--- src/rtl/rgb2gray_seq_if.sv ---
// Bundles the CPU job controls, memory read/write port and status lines of rgb2gray_seq.
// The slave modport is the sequencer's view; master is the CPU/memory side.
interface rgb2gray_seq_if #(
    parameter int ADDR_W = 16,
    parameter int CNT_W  = 16
);
    logic              i_start;
    logic              i_abort;
    logic [ADDR_W-1:0] i_src_base;
    logic [ADDR_W-1:0] i_dst_base;
    logic [CNT_W-1:0]  i_pix_cnt;
    logic              i_mem_gnt;
    logic [11:0]       i_rd_data;
    logic              o_rd_en;
    logic [ADDR_W-1:0] o_rd_addr;
    logic              o_wr_en;
    logic [ADDR_W-1:0] o_wr_addr;
    logic [11:0]       o_wr_data;
    logic              o_busy;
    logic              o_done;

    modport slave (
        input  i_start, i_abort, i_src_base, i_dst_base, i_pix_cnt, i_mem_gnt, i_rd_data,
        output o_rd_en, o_rd_addr, o_wr_en, o_wr_addr, o_wr_data, o_busy, o_done
    );

    modport master (
        output i_start, i_abort, i_src_base, i_dst_base, i_pix_cnt, i_mem_gnt, i_rd_data,
        input  o_rd_en, o_rd_addr, o_wr_en, o_wr_addr, o_wr_data, o_busy, o_done
    );
endinterface

--- src/rtl/rgb2gray_seq.sv ---
// Frame sequencer streaming RGB444 pixels through rgb2gray and writing gray results back.
// Optional GRAY_REPLICATE_EN: write {gray,gray,gray} instead of {8'h00,gray}.

module rgb2gray (
    input  logic [11:0] i_rgb,
    output logic [3:0]  o_gray
);
    logic [7:0] w_sum;

    assign w_sum  = (8'd5 * {4'd0, i_rgb[11:8]}) + (8'd9 * {4'd0, i_rgb[7:4]})
                  + (8'd2 * {4'd0, i_rgb[3:0]});
    assign o_gray = 4'(w_sum >> 4);
endmodule

// state | meaning
// IDLE  | no job since reset or abort
// RUN   | reads still to issue
// DRAIN | all reads issued, waiting for trailing writes
// DONE  | job finished, done held high
module rgb2gray_seq #(
    parameter int ADDR_W = 16,
    parameter int CNT_W  = 16
) (
    input  logic          clk,
    input  logic          rst,
    rgb2gray_seq_if.slave bus
);
    typedef enum logic [1:0] {S_IDLE, S_RUN, S_DRAIN, S_DONE} state_t;

    localparam logic [CNT_W-1:0] CNT_ONE = CNT_W'(1);

    state_t            r_state;
    logic [ADDR_W-1:0] r_rd_ptr;
    logic [ADDR_W-1:0] r_wr_ptr;
    logic [CNT_W-1:0]  r_rd_left;
    logic [CNT_W-1:0]  r_wr_left;
    logic              r_rd_vld;
    logic              r_wr_en;
    logic [11:0]       r_wr_data;
    logic              r_busy;
    logic              r_done;

    logic              w_rd_en;
    logic [3:0]        w_gray;
    logic [11:0]       w_wr_word;

    assign w_rd_en = (r_state == S_RUN) && bus.i_mem_gnt && (r_rd_left != '0);

    rgb2gray u_rgb2gray (
        .i_rgb  (bus.i_rd_data),
        .o_gray (w_gray)
    );

`ifdef GRAY_REPLICATE_EN
    assign w_wr_word = {w_gray, w_gray, w_gray};
`else
    assign w_wr_word = {8'h00, w_gray};
`endif

    always_ff @(posedge clk or posedge rst) begin
        if (rst) begin
            r_state   <= S_IDLE;
            r_rd_ptr  <= '0;
            r_wr_ptr  <= '0;
            r_rd_left <= '0;
            r_wr_left <= '0;
            r_rd_vld  <= 1'b0;
            r_wr_en   <= 1'b0;
            r_wr_data <= '0;
            r_busy    <= 1'b0;
            r_done    <= 1'b0;
        end else begin
            // Pipeline stages drop out unless a running job keeps them alive.
            r_rd_vld <= 1'b0;
            r_wr_en  <= 1'b0;
            case (r_state)
                S_IDLE, S_DONE: begin
                    if (bus.i_start) begin
                        r_rd_ptr  <= bus.i_src_base;
                        r_wr_ptr  <= bus.i_dst_base;
                        r_rd_left <= bus.i_pix_cnt;
                        r_wr_left <= bus.i_pix_cnt;
                        if (bus.i_pix_cnt == '0) begin
                            r_state <= S_DONE;
                            r_busy  <= 1'b0;
                            r_done  <= 1'b1;
                        end else begin
                            r_state <= S_RUN;
                            r_busy  <= 1'b1;
                            r_done  <= 1'b0;
                        end
                    end
                end
                S_RUN, S_DRAIN: begin
                    if (bus.i_abort) begin
                        r_state <= S_IDLE;
                        r_busy  <= 1'b0;
                        r_done  <= 1'b0;
                    end else begin
                        r_rd_vld <= w_rd_en;
                        r_wr_en  <= r_rd_vld;
                        if (r_rd_vld) begin
                            r_wr_data <= w_wr_word;
                        end
                        if (w_rd_en) begin
                            r_rd_ptr  <= r_rd_ptr + 1'b1;
                            r_rd_left <= r_rd_left - 1'b1;
                            if (r_rd_left == CNT_ONE) begin
                                r_state <= S_DRAIN;
                            end
                        end
                        if (r_wr_en) begin
                            r_wr_ptr  <= r_wr_ptr + 1'b1;
                            r_wr_left <= r_wr_left - 1'b1;
                            if (r_wr_left == CNT_ONE) begin
                                r_state <= S_DONE;
                                r_busy  <= 1'b0;
                                r_done  <= 1'b1;
                            end
                        end
                    end
                end
                default: r_state <= S_IDLE;
            endcase
        end
    end

    assign bus.o_rd_en   = w_rd_en;
    assign bus.o_rd_addr = r_rd_ptr;
    assign bus.o_wr_en   = r_wr_en;
    assign bus.o_wr_addr = r_wr_ptr;
    assign bus.o_wr_data = r_wr_data;
    assign bus.o_busy    = r_busy;
    assign bus.o_done    = r_done;
endmodule

--- src/flat_wrapper.sv ---
// flat-port wrapper written by rule: the top's interface ports become plain ports
module rgb2gray_seq_flat 
#(
    parameter int ADDR_W = 16,
    parameter int CNT_W  = 16
)
  (clk, rst, bus_i_start, bus_i_abort, bus_i_src_base, bus_i_dst_base, bus_i_pix_cnt, bus_i_mem_gnt, bus_i_rd_data, bus_o_rd_en, bus_o_rd_addr, bus_o_wr_en, bus_o_wr_addr, bus_o_wr_data, bus_o_busy, bus_o_done);
  rgb2gray_seq_if #(.ADDR_W(ADDR_W), .CNT_W(CNT_W)) bus_i ();
  input  logic clk;
  input  logic rst;
  input wire logic [$bits(bus_i.i_start)-1:0] bus_i_start;
  input wire logic [$bits(bus_i.i_abort)-1:0] bus_i_abort;
  input wire logic [$bits(bus_i.i_src_base)-1:0] bus_i_src_base;
  input wire logic [$bits(bus_i.i_dst_base)-1:0] bus_i_dst_base;
  input wire logic [$bits(bus_i.i_pix_cnt)-1:0] bus_i_pix_cnt;
  input wire logic [$bits(bus_i.i_mem_gnt)-1:0] bus_i_mem_gnt;
  input wire logic [$bits(bus_i.i_rd_data)-1:0] bus_i_rd_data;
  output wire logic [$bits(bus_i.o_rd_en)-1:0] bus_o_rd_en;
  output wire logic [$bits(bus_i.o_rd_addr)-1:0] bus_o_rd_addr;
  output wire logic [$bits(bus_i.o_wr_en)-1:0] bus_o_wr_en;
  output wire logic [$bits(bus_i.o_wr_addr)-1:0] bus_o_wr_addr;
  output wire logic [$bits(bus_i.o_wr_data)-1:0] bus_o_wr_data;
  output wire logic [$bits(bus_i.o_busy)-1:0] bus_o_busy;
  output wire logic [$bits(bus_i.o_done)-1:0] bus_o_done;
  assign bus_i.i_start = bus_i_start;
  assign bus_i.i_abort = bus_i_abort;
  assign bus_i.i_src_base = bus_i_src_base;
  assign bus_i.i_dst_base = bus_i_dst_base;
  assign bus_i.i_pix_cnt = bus_i_pix_cnt;
  assign bus_i.i_mem_gnt = bus_i_mem_gnt;
  assign bus_i.i_rd_data = bus_i_rd_data;
  assign bus_o_rd_en = bus_i.o_rd_en;
  assign bus_o_rd_addr = bus_i.o_rd_addr;
  assign bus_o_wr_en = bus_i.o_wr_en;
  assign bus_o_wr_addr = bus_i.o_wr_addr;
  assign bus_o_wr_data = bus_i.o_wr_data;
  assign bus_o_busy = bus_i.o_busy;
  assign bus_o_done = bus_i.o_done;
  rgb2gray_seq #(.ADDR_W(ADDR_W), .CNT_W(CNT_W)) u_core (.clk(clk), .rst(rst), .bus(bus_i));
endmodule
--- config.mk ---
export PLATFORM = sky130hd
export DESIGN_NAME = rgb2gray_seq_flat
export DESIGN_NICKNAME = d
export VERILOG_FILES = /design/src/rtl/rgb2gray_seq_if.sv /design/src/rtl/rgb2gray_seq.sv /design/src/flat_wrapper.sv
export SDC_FILE = /design/constraint.sdc
export NUM_CORES = 1
export LEC_CHECK = 0
export CORE_MARGIN = 8
export CORE_UTILIZATION = 56
export CTS_CLUSTER_SIZE = 30
export DETAILED_ROUTE_END_ITERATION = 8
export PLACE_DENSITY = 0.95
export SLEW_MARGIN = 10
export SYNTH_ARGS = -nofsm -noshare
export SYNTH_HDL_FRONTEND = slang
export SYNTH_SLANG_ARGS = --single-unit
--- constraint.sdc ---
create_clock -name clk -period 6.5 [get_ports clk]
set_clock_uncertainty 0.15 [all_clocks]
set_input_delay 1.95 -clock clk [delete_from_list [all_inputs] [get_ports clk]]
set_output_delay 1.95 -clock clk [all_outputs]
set_load 0.03 [all_outputs]
==> results.yml <==
status:
  status: "finished, final reports clean"
drt:
  first_iter_violations: 426
  vias_per_cell: 6.50
  wirelength_um: 15000
  vias: 5081
  drc: 0
  wire_per_inst_um: 19.1
  first_pass_iters: 5
  route.antenna.remaining_nets: 0
pwr:
  max-vdd-ir-drop_uv: 328
  p_leak_nw: 2.60
  power_density_mw_per_mm2: 452
place:
  gp_congestion: 0.894
  portBuffers: 104
  hpwl_um: 10800
  dpl_cell_area_sq_mm: 0.00611
floorplanning:
  die_w_um: 111
  ios: 113
  core_area_sq_mm: 0.00876
  rows: 34
  die-area_sq_mm: 0.0124
  start_util: 0.581
  die_y_um: 111
global_route:
  grt_overflow: 0
  grt_usage: 0.230
  antenna_found_initial: 0
  grt_max_degree: 72
  grt_pass1_vias: 4950
  grt_pass1_wl_um: 24300
logic_synthesis:
  synth_area_sq_mm: 0.00509
  syn_area_per_cell_sq_um: 8.78
  synth_top_area_share: 0.364
  asyncSetResetFlopFracSynth: 1.00
  seq_area_frac_synth: 0.364
  synth_largest_area_cell: "dfrtp_1"
  synth.area.top_cells: "dfrtp_1, ha_1, o21ai_0"
  ys_ff_latch: 74
  synth_edf_count: 0
  synth_flop_cell: "dfrtp_1"
  ys.warnings.count: 0
  post_synth_num_cell_types: 72
  synth_cells: 580
sta:
  finalSetupTns_ps: 0
  hold_viol_final: 0
  setup_viol: 0
  tightest_slew_ps: 910
  max_freq_mhz: 182
  maxSlewHeadroom: 0.393
  rsz0062_at_grt: "false"
  fin_crit_ps: 5500
  post-route-period-util: 0.847
  drv_slew: 0
clock_network:
  hold_buffers: 0
  cts_resized: 0
  cts_tree: "built"
  root_buffer: "clkbuf_8"
  clk_pin_slew_ps: 70
  post_cts_buffers: 0
  cts_buffers: 9
  h-tree-depth: 3
  cts_num_sinks: 74
  cts_buffer_depth: 2
  clock_latency_ps: 360
setup_path:
  worstPathArrival_ps: 3400
  required_ps: 4400
  crit_family: "buffers and inverters"
  critPathKind: "in -> out"
  ff2ff_path_depth: 9
  cp-end-kind: "primary output"
  path_cells: "clkdlybuf4s50_1 -> nand2_1 -> a31oi_1 -> clkdlybuf4s50_1"
  crit_cells: 4
  cp_slowest_cell: "clkdlybuf4s50_1"
  cp_slowest_stage_delay_ps: 700
  crit_top_cell: "clkdlybuf4s50_1"
  crit_fanout: 4
  path_buf_inv: 2
  cp-start-kind: "input port"
layout:
  final_nets: 765
  syn_to_final_growth_pct: 24.0
  design_area_sq_mm: 0.00631
  drive_above_1_share: 0.0593
  antenna_cells: 0
min_path:
  hp-class: "reg -> reg"
  holdPathStages: 2
job:
  maxCapViolations: 0
cell type report:
| class | instances | area (sq um) |
|---|---|---|
| Fill cell | 625 | 2450 |
| Inverter | 34 | 141 |
| Clock inverter | 2 | 35.0 |
| Clock buffer | 13 | 169 |
| Sequential cell | 74 | 1850 |
| Tap cell | 108 | 135 |
| Timing Repair Buffer | 108 | 1070 |
| Multi-Input combinational cell | 443 | 2910 |
path summary, 6_finish.rpt:
check | end | start | slack [ps]
worst max-delay path | bus_o_rd_en | bus_i_mem_gnt | 1000
worst min-delay path | u_core.bus.o_wr_data[0] | u_core.bus.o_wr_data[0] | 350
worst max register to register | u_core.bus.o_wr_addr[5] | u_core.r_state[1] | 2600
worst min register to register | u_core.bus.o_wr_data[0] | u_core.bus.o_wr_data[0] | 350
max in group asynchronous | u_core.r_rd_left[5] | rst | 3280
min in group asynchronous | u_core.bus.o_rd_addr[1] | rst | 1870
tightest hold or removal path: stages, from the launching register on:
cell and delay [ps]:
dfrtp_1 360, nand2_1 50, o21ai_0 60
state kept, by name, indices dropped and copies added, names as in the netlist:
signal / cells
u_core.bus.o_busy: 1
u_core.bus.o_done: 1
u_core.bus.o_rd_addr: 16
u_core.bus.o_wr_addr: 16
u_core.bus.o_wr_data: 4
u_core.bus.o_wr_en: 1
u_core.r_rd_left: 16
u_core.r_rd_vld: 1
u_core.r_state: 2
u_core.r_wr_left: 16
kinds of logic after synthesis:
group | share of synthesized area
AO/OA/AOI/OAI | 0.235
XOR/XNOR | 0.0103
adder cells (fa/ha/maj) | 0.0841
buffers and inverters | 0.0710
flip-flops | 0.364
multiplexers | 0.0216
other | 0.000737
AND/OR/NAND/NOR | 0.214
placed cells by master, fill, tap and decap left out, types with 9 or more instances in the layout:
master	netlist	layout
nand4_1	13	13
clkdlybuf4s50_1	0	104
inv_1	33	32
and3_1	9	9
clkbuf_8	4	12
mux2i_1	11	11
dfrtp_1	74	74
or3_1	9	9
nand2_1	51	51
a22o_1	10	10
a21oi_1	45	44
nor3_1	22	22
nor4_1	14	14
nor2_1	40	40
o21ai_0	56	56
ha_1	23	22
o22ai_1	11	11
nand3_1	13	13
layer usage:
metal	share of wire	global-route usage	vias to the layer above	routed length (um)
met3	0.083	0.0596	51	1250
met1	0.41	0.281	2414	6090
met2	0.48	0.384	287	7190
met5	0	0	-	0
met4	0.029	0.0862	0	434
li1	-	-	2329	-
where the power goes:
part | internal [W] | switching (W) | total, W | leakage (nW)
Combinational | 0.000630 | 0.000895 | 0.00152 | 1.61
Sequential | 0.000668 | 0.000281 | 0.000949 | 0.884
Clock | 0.000207 | 0.000173 | 0.000379 | 0.106
Total | 0.00150 | 0.00135 | 0.00285 | 2.60
stage by stage:
step / total power [W] / hold slack (ps) / utilization / instances / setup WS, ps
2_1_floorplan: 0.00195 / 320 / - / 587 / 1690
3_3_place_gp: 0.00237 / 336 / 0.697 / 767 / 1060
3_5_place_dp: 0.00244 / 343 / 0.697 / 767 / 1020
4_1_cts: 0.00284 / 360 / 0.720 / 782 / 997
5_1_grt: 0.00303 / 379 / 0.720 / 782 / 900
6_report: 0.00285 / 351 / 0.720 / 782 / 996
cell usage after synthesis, drive strengths merged, types with 13 or more instances:
master and instances:
a21oi 47, buf 18, clkbuf 18, dfrtp 74
ha 23, inv 33, nand2 51, nand3 13
nand4 13, nor2 40, nor3 22, nor4 18
o21ai 58
No activity file was read; power rests on OpenSTA's default activity.
